===== config.mk =====
export PLATFORM = sky130hd
export DESIGN_NAME = bsred_pm
export DESIGN_NICKNAME = d
export VERILOG_FILES = /design/src/rtl/bsred_pkg.sv /design/src/rtl/bsred_pm_fold.sv /design/src/rtl/bsred_pm.sv
export SDC_FILE = /design/constraint.sdc
export NUM_CORES = 1
export LEC_CHECK = 0
export CAP_MARGIN = 5
export CORE_MARGIN = 2
export CORE_UTILIZATION = 46
export DETAILED_ROUTE_END_ITERATION = 7
export PLACE_DENSITY = 0.6
export SYNTH_ARGS = -nofsm -noshare
export SYNTH_HDL_FRONTEND = slang
export SYNTH_SLANG_ARGS = --single-unit
export TNS_END_PERCENT = 5

===== constraint.sdc =====
create_clock -name clk -period 6.2 [get_ports clk]
set_input_delay 0.62 -clock clk [delete_from_list [all_inputs] [get_ports clk]]
set_output_delay 0.62 -clock clk [all_outputs]
set_load 0.01 [all_outputs]

===== src/rtl/bsred_pkg.sv =====
// Shared types and elaboration helpers for the pseudo-Mersenne bit-serial reducer.
// Contents: FSM state enum, pm_p() returning p = 2^len - c, and pm_ok() checking
// that c lies in the range where two folds plus one conditional subtract fully reduce.
package bsred_pkg;

  typedef enum logic [2:0] {
    IDLE,
    LOAD,
    FOLD1,
    FOLD2,
    FINAL,
    OUT
  } state_e;

  // Modulus p = 2^len - c.
  function automatic int unsigned pm_p(input int unsigned len, input int unsigned c);
    return (32'd1 << len) - c;
  endfunction

  // Legal when 1 <= c and c*c + 2*c < 2^len. This bound keeps the second fold below 2p.
  function automatic bit pm_ok(input int unsigned len, input int unsigned c);
    logic [63:0] cc;
    cc = 64'(c) * 64'(c) + 64'(c) + 64'(c);
    return (c >= 32'd1) && (cc < (64'd1 << len));
  endfunction

endpackage


===== src/rtl/bsred_pm_fold.sv =====
// Combinational fold: sum = lo + hi * C.
// Ports: lo_i (LW bits), hi_i (HW bits), sum_c_o (OW bits, combinational).
// The caller sizes OW so that the sum cannot overflow.
module bsred_pm_fold #(
  parameter int unsigned LW = 5,
  parameter int unsigned HW = 5,
  parameter int unsigned C  = 3,
  parameter int unsigned OW = 8
) (
  input  logic [LW-1:0] lo_i,
  input  logic [HW-1:0] hi_i,
  output logic [OW-1:0] sum_c_o
);

  assign sum_c_o = OW'(lo_i) + OW'(hi_i) * OW'(C);

endmodule


===== src/rtl/bsred_pm.sv =====
// Bit-serial reducer: 2*LEN-bit operand in (LSB first), canonical residue mod
// p = 2^LEN - C out (LSB first). Two word-parallel folds plus one compare-subtract.
// Ports: clk, reset (async, active low), is/isync (serial operand + bit-0 pulse),
//        qs/osync (serial residue + bit-0 pulse), busy, and ovr when BSRED_PM_OVR_EN
//        is defined (sticky flag for ignored isync pulses).
module bsred_pm
  import bsred_pkg::*;
#(
  parameter int unsigned LEN = 5,
  parameter int unsigned C   = 3,
  parameter int unsigned CW  = 2
) (
  input  logic clk,
  input  logic reset,
  input  logic is,
  input  logic isync,
  output logic qs,
  output logic osync,
  output logic busy
`ifdef BSRED_PM_OVR_EN
  ,
  output logic ovr
`endif
);

  localparam int unsigned XW   = 2 * LEN;
  localparam int unsigned AW   = LEN + CW + 1;
  localparam int unsigned HW   = (LEN > CW + 1) ? LEN : CW + 1;
  localparam int unsigned CNTW = $clog2(2 * LEN);
  localparam int unsigned KW   = $clog2(LEN);
  localparam int unsigned P    = pm_p(LEN, C);

  // Elaboration-time legality checks.
  if (!pm_ok(LEN, C)) begin : g_bad_c
    $error("bsred_pm: C=%0d illegal for LEN=%0d", C, LEN);
  end
  if (C >= (32'd1 << CW)) begin : g_bad_cw
    $error("bsred_pm: C=%0d does not fit in CW=%0d bits", C, CW);
  end

  state_e            state_q, state_d;
  logic [XW-1:0]     in_sr_q, in_sr_d;
  logic [AW-1:0]     acc_q, acc_d;
  logic [LEN-1:0]    out_sr_q, out_sr_d;
  logic [CNTW-1:0]   cnt_q, cnt_d;
  logic [KW-1:0]     outk_q, outk_d;
  logic              ld_act_q, ld_act_d;
  logic              qs_q, qs_d;
  logic              osync_q, osync_d;
  logic              busy_q, busy_d;

  logic [XW-1:0]     shift_in_c;
  logic [LEN-1:0]    fold_lo;
  logic [HW-1:0]     fold_hi;
  logic [AW-1:0]     fold_sum;
  logic [LEN-1:0]    r_c;

  assign shift_in_c = {is, in_sr_q[XW-1:1]};

  // Final conditional subtract; acc_q < 2p here.
  assign r_c = (acc_q >= AW'(P)) ? LEN'(acc_q - AW'(P)) : LEN'(acc_q);

  // One fold unit shared by FOLD1 and FOLD2 via the operand mux below.
  bsred_pm_fold #(
    .LW (LEN),
    .HW (HW),
    .C  (C),
    .OW (AW)
  ) u_fold (
    .lo_i    (fold_lo),
    .hi_i    (fold_hi),
    .sum_c_o (fold_sum)
  );

  // Next-state, datapath and registered-output logic.
  always_comb begin : comb_next
    state_d  = state_q;
    in_sr_d  = in_sr_q;
    acc_d    = acc_q;
    out_sr_d = out_sr_q;
    cnt_d    = cnt_q;
    outk_d   = outk_q;
    ld_act_d = ld_act_q;
    fold_lo  = in_sr_q[LEN-1:0];
    fold_hi  = HW'(in_sr_q[XW-1:LEN]);
    qs_d     = 1'b0;
    osync_d  = 1'b0;
    busy_d   = 1'b0;

    case (state_q)
      IDLE: begin
        if (isync) begin
          in_sr_d = shift_in_c;
          cnt_d   = CNTW'(1);
          state_d = LOAD;
        end
      end
      LOAD: begin
        in_sr_d = shift_in_c;
        if (cnt_q == CNTW'(2 * LEN - 1)) begin
          state_d = FOLD1;
        end else begin
          cnt_d = cnt_q + CNTW'(1);
        end
      end
      FOLD1: begin
        acc_d   = fold_sum;
        state_d = FOLD2;
      end
      FOLD2: begin
        fold_lo = acc_q[LEN-1:0];
        fold_hi = HW'(acc_q[LEN+CW:LEN]);
        acc_d   = fold_sum;
        state_d = FINAL;
      end
      FINAL: begin
        out_sr_d = r_c >> 1;
        outk_d   = '0;
        ld_act_d = 1'b0;
        state_d  = OUT;
      end
      OUT: begin
        // The next operand may start loading while this residue shifts out.
        if (ld_act_q) begin
          in_sr_d = shift_in_c;
          cnt_d   = cnt_q + CNTW'(1);
        end else if (isync) begin
          in_sr_d  = shift_in_c;
          cnt_d    = CNTW'(1);
          ld_act_d = 1'b1;
        end
        out_sr_d = out_sr_q >> 1;
        outk_d   = outk_q + KW'(1);
        if (outk_q == KW'(LEN - 1)) begin
          state_d  = (ld_act_q || isync) ? LOAD : IDLE;
          ld_act_d = 1'b0;
        end
      end
      default: state_d = IDLE;
    endcase

    busy_d = (state_d != IDLE);
    if (state_d == OUT) begin
      if (state_q == FINAL) begin
        qs_d    = r_c[0];
        osync_d = 1'b1;
      end else begin
        qs_d = out_sr_q[0];
      end
    end
  end

  // State and datapath registers.
  always_ff @(posedge clk or negedge reset) begin
    if (!reset) begin
      state_q  <= IDLE;
      in_sr_q  <= '0;
      acc_q    <= '0;
      out_sr_q <= '0;
      cnt_q    <= '0;
      outk_q   <= '0;
      ld_act_q <= 1'b0;
      qs_q     <= 1'b0;
      osync_q  <= 1'b0;
      busy_q   <= 1'b0;
    end else begin
      state_q  <= state_d;
      in_sr_q  <= in_sr_d;
      acc_q    <= acc_d;
      out_sr_q <= out_sr_d;
      cnt_q    <= cnt_d;
      outk_q   <= outk_d;
      ld_act_q <= ld_act_d;
      qs_q     <= qs_d;
      osync_q  <= osync_d;
      busy_q   <= busy_d;
    end
  end

  assign qs    = qs_q;
  assign osync = osync_q;
  assign busy  = busy_q;

`ifdef BSRED_PM_OVR_EN
  // Sticky overrun: isync while an operand is still being loaded or folded.
  logic ovr_q;
  logic ovr_set_c;

  assign ovr_set_c = isync && ((state_q inside {LOAD, FOLD1, FOLD2, FINAL}) ||
                               ((state_q == OUT) && ld_act_q));

  always_ff @(posedge clk or negedge reset) begin
    if (!reset) begin
      ovr_q <= 1'b0;
    end else begin
      ovr_q <= ovr_q | ovr_set_c;
    end
  end

  assign ovr = ovr_q;
`endif

endmodule


### Word level (Yosys, flattened, before mapping)

Index checks and enable logic that the tools add are counted.
Widths: inputs -> output; s select.

* output and inout bits: 3
* input bits: 4
* logic and storage cells: 57
* register bits after elaboration: 37

* $add $sub $neg: 4
* muxes and demuxes: 25
* eq/ne operators: 9
* reductions and logical operators: 7
* multiply operators: 1
* order comparisons: 1

Operators by type and width (count)
* $pmux 10 s3: 1
* $mux 10: 2
* $pmux 3 s6: 1
* $mux 5: 3
* $eq 3x3->1 const B: 4
* $mux 4: 3
* $pmux 4 s3: 1
* $pmux 5 s2: 1
* $mux 3: 3
* $add 5x7->8: 1
* $ge 8x5->1 const B: 1
* $mux 1: 8
* $mul 5x2->7 const B: 1
* $eq 3x2->1 const B: 2
* $pmux 3 s2: 1
* $reduce_bool 3->1: 2
* $sub 5x5->5 const B: 1
* $add 4x1->4 const B: 1
* $eq 4x4->1 const B: 1
* $add 3x1->3 const B: 1
* $eq 3x1->1 const B: 1
* $logic_not 3->1: 1
* $ne 2x2->1 const B: 1
* $pmux 1 s2: 1
* other kinds (4): 4

### Logic depth before layout (Yosys ltp)

Gate-level depths: netlist of run 1.

* word-level depth: 6
* gate-level depth with buffers: 15
* mapped depth without buffers: 13

### Cells and area by module

A second synthesis of run 1 with hierarchy kept.

* cells, all modules: 188
* area, all modules: 2067.0 µm²

Modules (own cells, without submodules)
* bsred_pm: instances 1, area an instance 1804.2 µm², cells an instance 164, seq. area each 900.9 µm²
* bsred_pm_fold: instances 1, area an instance 262.8 µm², cells an instance 24, seq. area each 0.0 µm²

### Worst setup path after synthesis of run 1

Ideal clock, no wire load.

* kind: flip-flop to flip-flop
* start point: register state_q[1]
* end point: register acc_q[6]
* buffers on the path: 2
* stages on the path, launching flop included: 13
* path slack: 3144 ps
* arrival: 2920 ps
* setup time: 136 ps
* period minus slack after synthesis: 3056 ps
* data required time: 6064 ps
* path through: dfrtp_1 > buf_4 > nor2b_2 > nand2_1 > buf_2 > mux2i_1 > fa_1 > inv_1 > ha_1 > a21o_1 > a21o_1 > a2111oi_0 > nor3_1

* longest elaborated chain between the ends: 4
* elaborated cells on any way between the ends: 7
* those cells by class: add/sub (1); mul (1); eq/ne (2); mux (2); reduce/logical (1)

Ends and longest elaborated chain
* from (decl): line bsred_pm.sv:41 `state_e state_q, state_d;`
* from (signal assigned): line bsred_pm.sv:167 `state_q <= state_d;`
* $eq 3x2->1: line bsred_pm.sv:90 `case (state_q)`
* $mux 5: line bsred_pm.sv:90
* $mul 5x2->7: line bsred_pm_fold.sv:15 `assign sum_c_o = OW'(lo_i) + OW'(hi_i) * OW'(C);`
* $add 5x7->8: line bsred_pm_fold.sv:15
* to (signal assigned): line bsred_pm.sv:158 `acc_q <= '0;`
* to (signal assigned): line bsred_pm.sv:169 `acc_q <= acc_d;`
* to (decl): line bsred_pm.sv:43 `logic [AW-1:0] acc_q, acc_d;`

Several ways; a longest one is shown, not always the timed one.
A chain may end at the register's enable or synchronous reset.

### Worst setup path in the final report of run 1

Ends and elaborated chain as after synthesis.

==> results of run 1 <==
## Yosys cell counts (2+ instances only)
library cell  number  area, um2
a211oi_1           2       15.0
a21o_1             4       30.0
a21oi_1            3       15.0
a221o_1            2       20.0
and2_1             3       18.8
buf_2              2       10.0
buf_4              2       15.0
buf_6              2       22.5
dfrtp_1           35        876
fa_1               5        100
ha_1              12        150
inv_1             17       63.8
inv_2              2       7.51
mux2_1             2       22.5
mux2_2             9        101
mux2i_1            6       60.1
nand2_1           24       90.1
nand2b_1           4       25.0
nand3_1            7       35.0
nor2_1             9       33.8
nor2b_1            3       18.8
nor3_1             6       30.0
o21a_1             2       15.0
o21ai_0           15       75.1
o31ai_1            3       22.5
xnor2_1            2       17.5
## logic make-up after synthesis
family | share of synthesized area (%)
xor gates and xnor gates | 1.27
AOI/OAI and AO/OA | 14.6
muxes | 8.89
DFF | 42.3
and+or+nand+nor | 14.8
adders and majority gates | 12.1
buffers and inverters | 5.93
## power breakdown
group	internal, mW	total (mW)	switching (mW)
registers	0.332	0.438	0.106
clock network	0.0871	0.165	0.0775
logic	0.370	0.763	0.393
## how the worst max path moves through the flow
stage | end | cells after the start | from
2_1_floorplan | acc_q[6] | 12 | state_q[1]
3_3_place_gp | acc_q[6] | 10 | state_q[2]
3_5_place_dp | acc_q[6] | 10 | state_q[1]
4_1_cts | acc_q[6] | 10 | state_q[1]
5_1_grt | acc_q[5] | 12 | state_q[1]
6_report | acc_q[6] | 10 | state_q[1]
## area by class of cell
| class | count | area (um2) | share of cell area (%) |
|---|---|---|---|
| sequential | 35 | 876 | 39.1 |
| clock buffer | 6 | 82.6 | 3.69 |
| clock inverter | 1 | 5.00 | 0.224 |
| inverter | 19 | 71.3 | 3.19 |
| timing repair buffer | 7 | 67.6 | 3.02 |
| tap | 52 | 65.1 | 2.91 |
| multi-input combinational | 143 | 1070 | 47.8 |
## worst reg2reg max path, stage by stage, from the launching register on
cell	delay, ns
dfrtp_1	0.50
nor2b_2	0.30
nand2_1	0.32
mux2i_1	0.27
fa_1	0.62
inv_1	0.06
ha_1	0.28
a21o_1	0.17
a21o_1	0.19
a2111oi_0	0.41
nor3_1	0.09
## through the flow
step                      area, um2  worst slack (ns)  hold slack [ns]
final                          2240              2.86            0.478
after global routing           2240              2.52            0.497
after CTS                      2240              2.87            0.483
after detailed placement       2150              2.88            0.467
after global placement         2150              2.99            0.463
after floorplan                2070              3.14            0.324
## flip-flops by register name, summed over array words and instances, names as in the netlist
register and count:
out_sr_q 4, cnt_q 4, in_sr_q 10, osync 1, state_q 3, acc_q 7, ld_act_q 1, outk_q 3
qs 1, busy 1
## layer usage
metal  GRT usage [%]  vias to the layer above
li1                -                      718
met1            20.2                      684
met2            26.2                       15
met3            4.42                        8
met4            6.92                        0
met5               0                        -
==> key figures, run 1 <==
Floorplan
  – Die width: 71.1 um
  – Std cell rows: 24
  – # IOs: 7
  – Core Footprint: 0.00435 mm2
  – Initial Utilization: 47.5%
  – Die Y: 71.1 um
  – Die ar.: 0.00505 mm2

Finish
  – Commonest non-fill, non-tap cell in the layout: dfrtp_1
  – Filler cell count in the final layout: 412
  – Final Non-Filler Cells: 263
  – Area growth syn-to-layout: 8.17%
  – Fin util: 51.4%
  – Layout cells sized above 1: 10.9%
  – Most frequent cells in the layout: dfrtp_1, nand2_1, inv_1
  – Diodes inserted: 0
  – Nets@finish: 232

Hold path
  – Worst hold stages: 1
  – HP Class: flop to flop
  – HP Start: out_sr_q[3]
  – WHS Endpoint: out_sr_q[3]

Route
  – Met2 WL: 1.75 mm
  – DR WL met3: 112 um
  – Vias: 1425
  – Highest routed layer: met4
  – Drt initial violations: 79
  – Met1 WL: 1.73 mm
  – # DRC: 0
  – DR pass1 iterations: 4
  – DR WL/cell: 13.9 um
  – DRT antenna net count: 0
  – Routed Wire Length: 3.67 mm
  – Vias/cell: 5.42

Pwr
  – VDD IR max: 0.472 mV
  – Leakage: 1.07 nW
  – Tot Pwr: 1.37 mW
  – Pwr Density: 610 mW/mm2

GRT
  – Vias in the first global route: 1409
  – First-pass GRT wire length: 6.32 mm
  – Antenna violations before repair: 0
  – Grt ovf: 0
  – Largest net degree at the start of global routing: 36
  – GRT Total Usage: 16.1%

Timing
  – Final Hold Vio Count: 0
  – Fin crit share: 53.9%
  – Relative slew slack: 26.4%
  – Worst-Margin Slew: 1.10 ns
  – Finish-stage setup viols: 0
  – Unrepaired setup endpoints after global routing: no
  – Setup TNS: 0 ns
  – Clock Skew: 0.00547 ns
  – Max Slew Vio Count: 0
  – Fin crit period: 3.34 ns
  – Max Freq: 0.299 GHz

Critical path
  – Reg2reg start: state_q[1]
  – Cells along the critical path: nor2b_2, nand2_1, mux2i_1, fa_1, inv_1, ha_1, a21o_1, a21o_1, a2111oi_0, nor3_1
  – Reg-to-Reg End: acc_q[6]
  – Worst EP required: 6.35 ns
  – R2r worst-path depth: 10
  – Worst setup EP type: flop
  – Delay-heaviest family, CP: adder cells
  – CP max-delay cell: fa_1
  – CP dominant cell by count: a21o_1
  – WP data arrival: 3.50 ns
  – R2R Setup Slk: 2.86 ns
  – Worst path max stage delay: 0.62 ns
  – Startpoint types: flop
  – WP buf/inv: 1
  – Setup CP Type: flop to flop
  – Critical Path Fanout Max: 13

Clock tree
  – CTS Buffer Depth: 2
  – Level count of the clock H-tree: 2
  – Hold buffer count at CTS: 0
  – Post-cts sizing count: 0
  – Setup Buffers After CTS: 0
  – Reg clk slew, reported paths: 0.07 ns
  – Worst-skew pair later-pin latency: 0.28 ns
  – TritonCTS clock tree: built
  – Clk sink count: 35
  – Total CTS buffers: 5
  – Root Driver: clkbuf_8

Synth
  – Most common flop cell mapped by yosys: dfrtp_1
  – Cell area after synthesis: 0.00207 mm2
  – YS warnings: 0
  – Syn_nets: 225
  – Syn Area/Cell: 10.1 um2
  – Async set-reset flop share out of synthesis: 100%
  – Unique cell type count in the Yosys netlist: 47
  – #FFs+latches synth: 35
  – Part of the Yosys area used for sequential elements: 42.3%
  – Mapped Cells: 204
  – Post-synth EDFFs: 0

Placement
  – PortBufs: 6
  – Dpl cells: 256
  – Routability congestion estimate from global placement: 0.775
  – DP HPWL: 2.74 mm

Run status
  – Status: complete, no violations

Flow run
  – Max-capacitance violation count: 0
Note: power is estimated with default switching activity, not from simulation.
==> inputs of run 2 (changes only) <==
--- a/config.mk
+++ b/config.mk
@@ -9,7 +9,7 @@
 export CORE_MARGIN = 2
 export CORE_UTILIZATION = 46
 export DETAILED_ROUTE_END_ITERATION = 7
-export PLACE_DENSITY = 0.6
+export PLACE_DENSITY = 0.62
 export SYNTH_ARGS = -nofsm -noshare
 export SYNTH_HDL_FRONTEND = slang
 export SYNTH_SLANG_ARGS = --single-unit
==> constraint.sdc (replaced) <==
create_clock -name clk -period 2.95 [get_ports clk]
set_input_delay 0.295 -clock clk [delete_from_list [all_inputs] [get_ports clk]]
set_output_delay 0.295 -clock clk [all_outputs]
set_load 0.01 [all_outputs]
==> key figures, run 2 (synthesis gave the netlist of run 1 again) <==
Critical path
  – Worst EP required: 3.11 ns
  – Worst setup EP type: flop
  – WP data arrival: 2.89 ns
  – Setup CP Type: flop to flop
  – Startpoint types: flop
  – Crit path from: state_q[2]
  – Critical Path Fanout Max: 6
  – Reg2reg start: state_q[2]

Clock tree
  – Total CTS buffers: 5
  – Level count of the clock H-tree: 2
  – CTS Buffer Depth: 2
  – Root Driver: clkbuf_8
  – Clk sink count: 35
  – TritonCTS clock tree: built
  – Hold buffer count at CTS: 0
  – Worst-skew pair later-pin latency: 0.28 ns
  – Reg clk slew, reported paths: 0.07 ns

GRT
  – Vias in the first global route: 1545
  – Grt ovf: 0
  – First-pass GRT wire length: 7.16 mm
  – Largest net degree at the start of global routing: 36
  – GRT Total Usage: 18.0%
  – Antenna violations before repair: 0

Floorplan
  – Die width: 71.1 um
  – Std cell rows: 24
  – Core Footprint: 0.00435 mm2
  – Die Y: 71.1 um
  – Die ar.: 0.00505 mm2
  – # IOs: 7
  – Initial Utilization: 47.5%

Timing
  – Setup ws final: 0.215 ns
  – Max Freq: 0.366 GHz
  – Fin crit period: 2.73 ns
  – Fin crit share: 92.7%
  – Finish-stage setup viols: 0
  – Setup TNS: 0 ns
  – Max Slew Vio Count: 0
  – Clock Skew: 0.00658 ns
  – Unrepaired setup endpoints after global routing: no
  – Relative slew slack: 70.2%
  – Final Hold Vio Count: 0
  – Worst-Margin Slew: 0.447 ns

Route
  – Routed Wire Length: 3.88 mm
  – Vias/cell: 5.42
  – # DRC: 0
  – DR pass1 iterations: 4
  – Drt initial violations: 76
  – DRT antenna net count: 0
  – Vias: 1480
  – DR WL/cell: 14.2 um

Placement
  – DP HPWL: 2.97 mm
  – PortBufs: 6
  – Routability congestion estimate from global placement: 0.781
  – Place WS: 0.0228 ns
  – Dpl cells: 263

Finish
  – Commonest non-fill, non-tap cell in the layout: dfrtp_1
  – Most frequent cells in the layout: dfrtp_1, nand2_1, inv_1
  – Multi-input logic area: 0.00109 mm2
  – Area growth syn-to-layout: 12.3%
  – Reg with most FFs: in_sr_q
  – Seq. cell area: 876 um2
  – Max FFs per register: 10
  – Final Non-Filler Cells: 273
  – Layout cells sized above 1: 15.8%
  – Diodes inserted: 0
  – Filler cell count in the final layout: 389
  – Regs by FF count: in_sr_q: 10 flops, acc_q: 7 flops
  – Fin util: 53.4%
  – Nets@finish: 241

Run status
  – Status: complete, no violations

Pwr
  – VDD IR max: 0.845 mV
  – Tot Pwr: 2.99 mW
  – Leakage: 1.11 nW
  – Pwr Density: 1290 mW/mm2

Hold path
  – HP Class: input port to async pin

Flow run
  – Max-capacitance violation count: 0
[run 2: final timing paths]
path                          endpoint  slack [ns]  cells after the start
hold reg to reg            out_sr_q[1]        0.48                      2
min in group clk           out_sr_q[1]        0.48                      2
hold / removal                ld_act_q        0.42                      2
max in group asynchronous   in_sr_q[5]        2.21                      2
setup reg to reg              acc_q[6]        0.22                     11
setup / recovery              acc_q[6]        0.22                     11
[run 2: power breakdown]
part	internal (mW)	switching, mW
combinational	0.846	0.932
clock	0.166	0.163
sequential	0.698	0.190
[run 2: area by class of cell]
type                       instances  area share [%]
sequential                        35            37.7
timing repair buffer              16            5.82
tap                               52            2.80
inverter                          19            3.07
clock inverter                     1           0.215
multi-input combinational        143            47.1
clock buffer                       7            3.28
[run 2: worst max-delay path: stages, from the launching register on]
cell and delay (ns):
dfrtp_1 0.41, nor2b_4 0.15, nand2_4 0.08, buf_4 0.14, mux2i_1 0.12, fa_1 0.56, inv_1 0.06, ha_1 0.28
a21o_1 0.17, a21o_1 0.20, a2111oi_2 0.35, nor3_1 0.08
[run 2: per-stage QoR]
| stage | cell area, um2 | hold WS [ns] |
|---|---|---|
| after floorplan | 2080 | -0.000591 |
| after global placement | 2210 | 0.465 |
| after detailed placement | 2210 | 0.470 |
| after CTS | 2300 | 0.434 |
| after global routing | 2320 | 0.483 |
| final | 2320 | 0.423 |
[run 2: per-layer routing]
layer | track usage (%) | wire length (um) | vias to the layer above
met2 | 30.9 | 1990 | 16
met1 | 22.5 | 1770 | 721
met3 | 4.13 | 98 | 2
met5 | 0 | 0 | -
li1 | - | - | 741
met4 | 6.08 | 26 | 0
[run 2: repair_timing]
action                                  in CTS  in global routing
buffers inserted                             0                  2
endpoints found under the setup margin       1                  2
gates resized for setup                      1                  3
pin swaps                                    0                  2
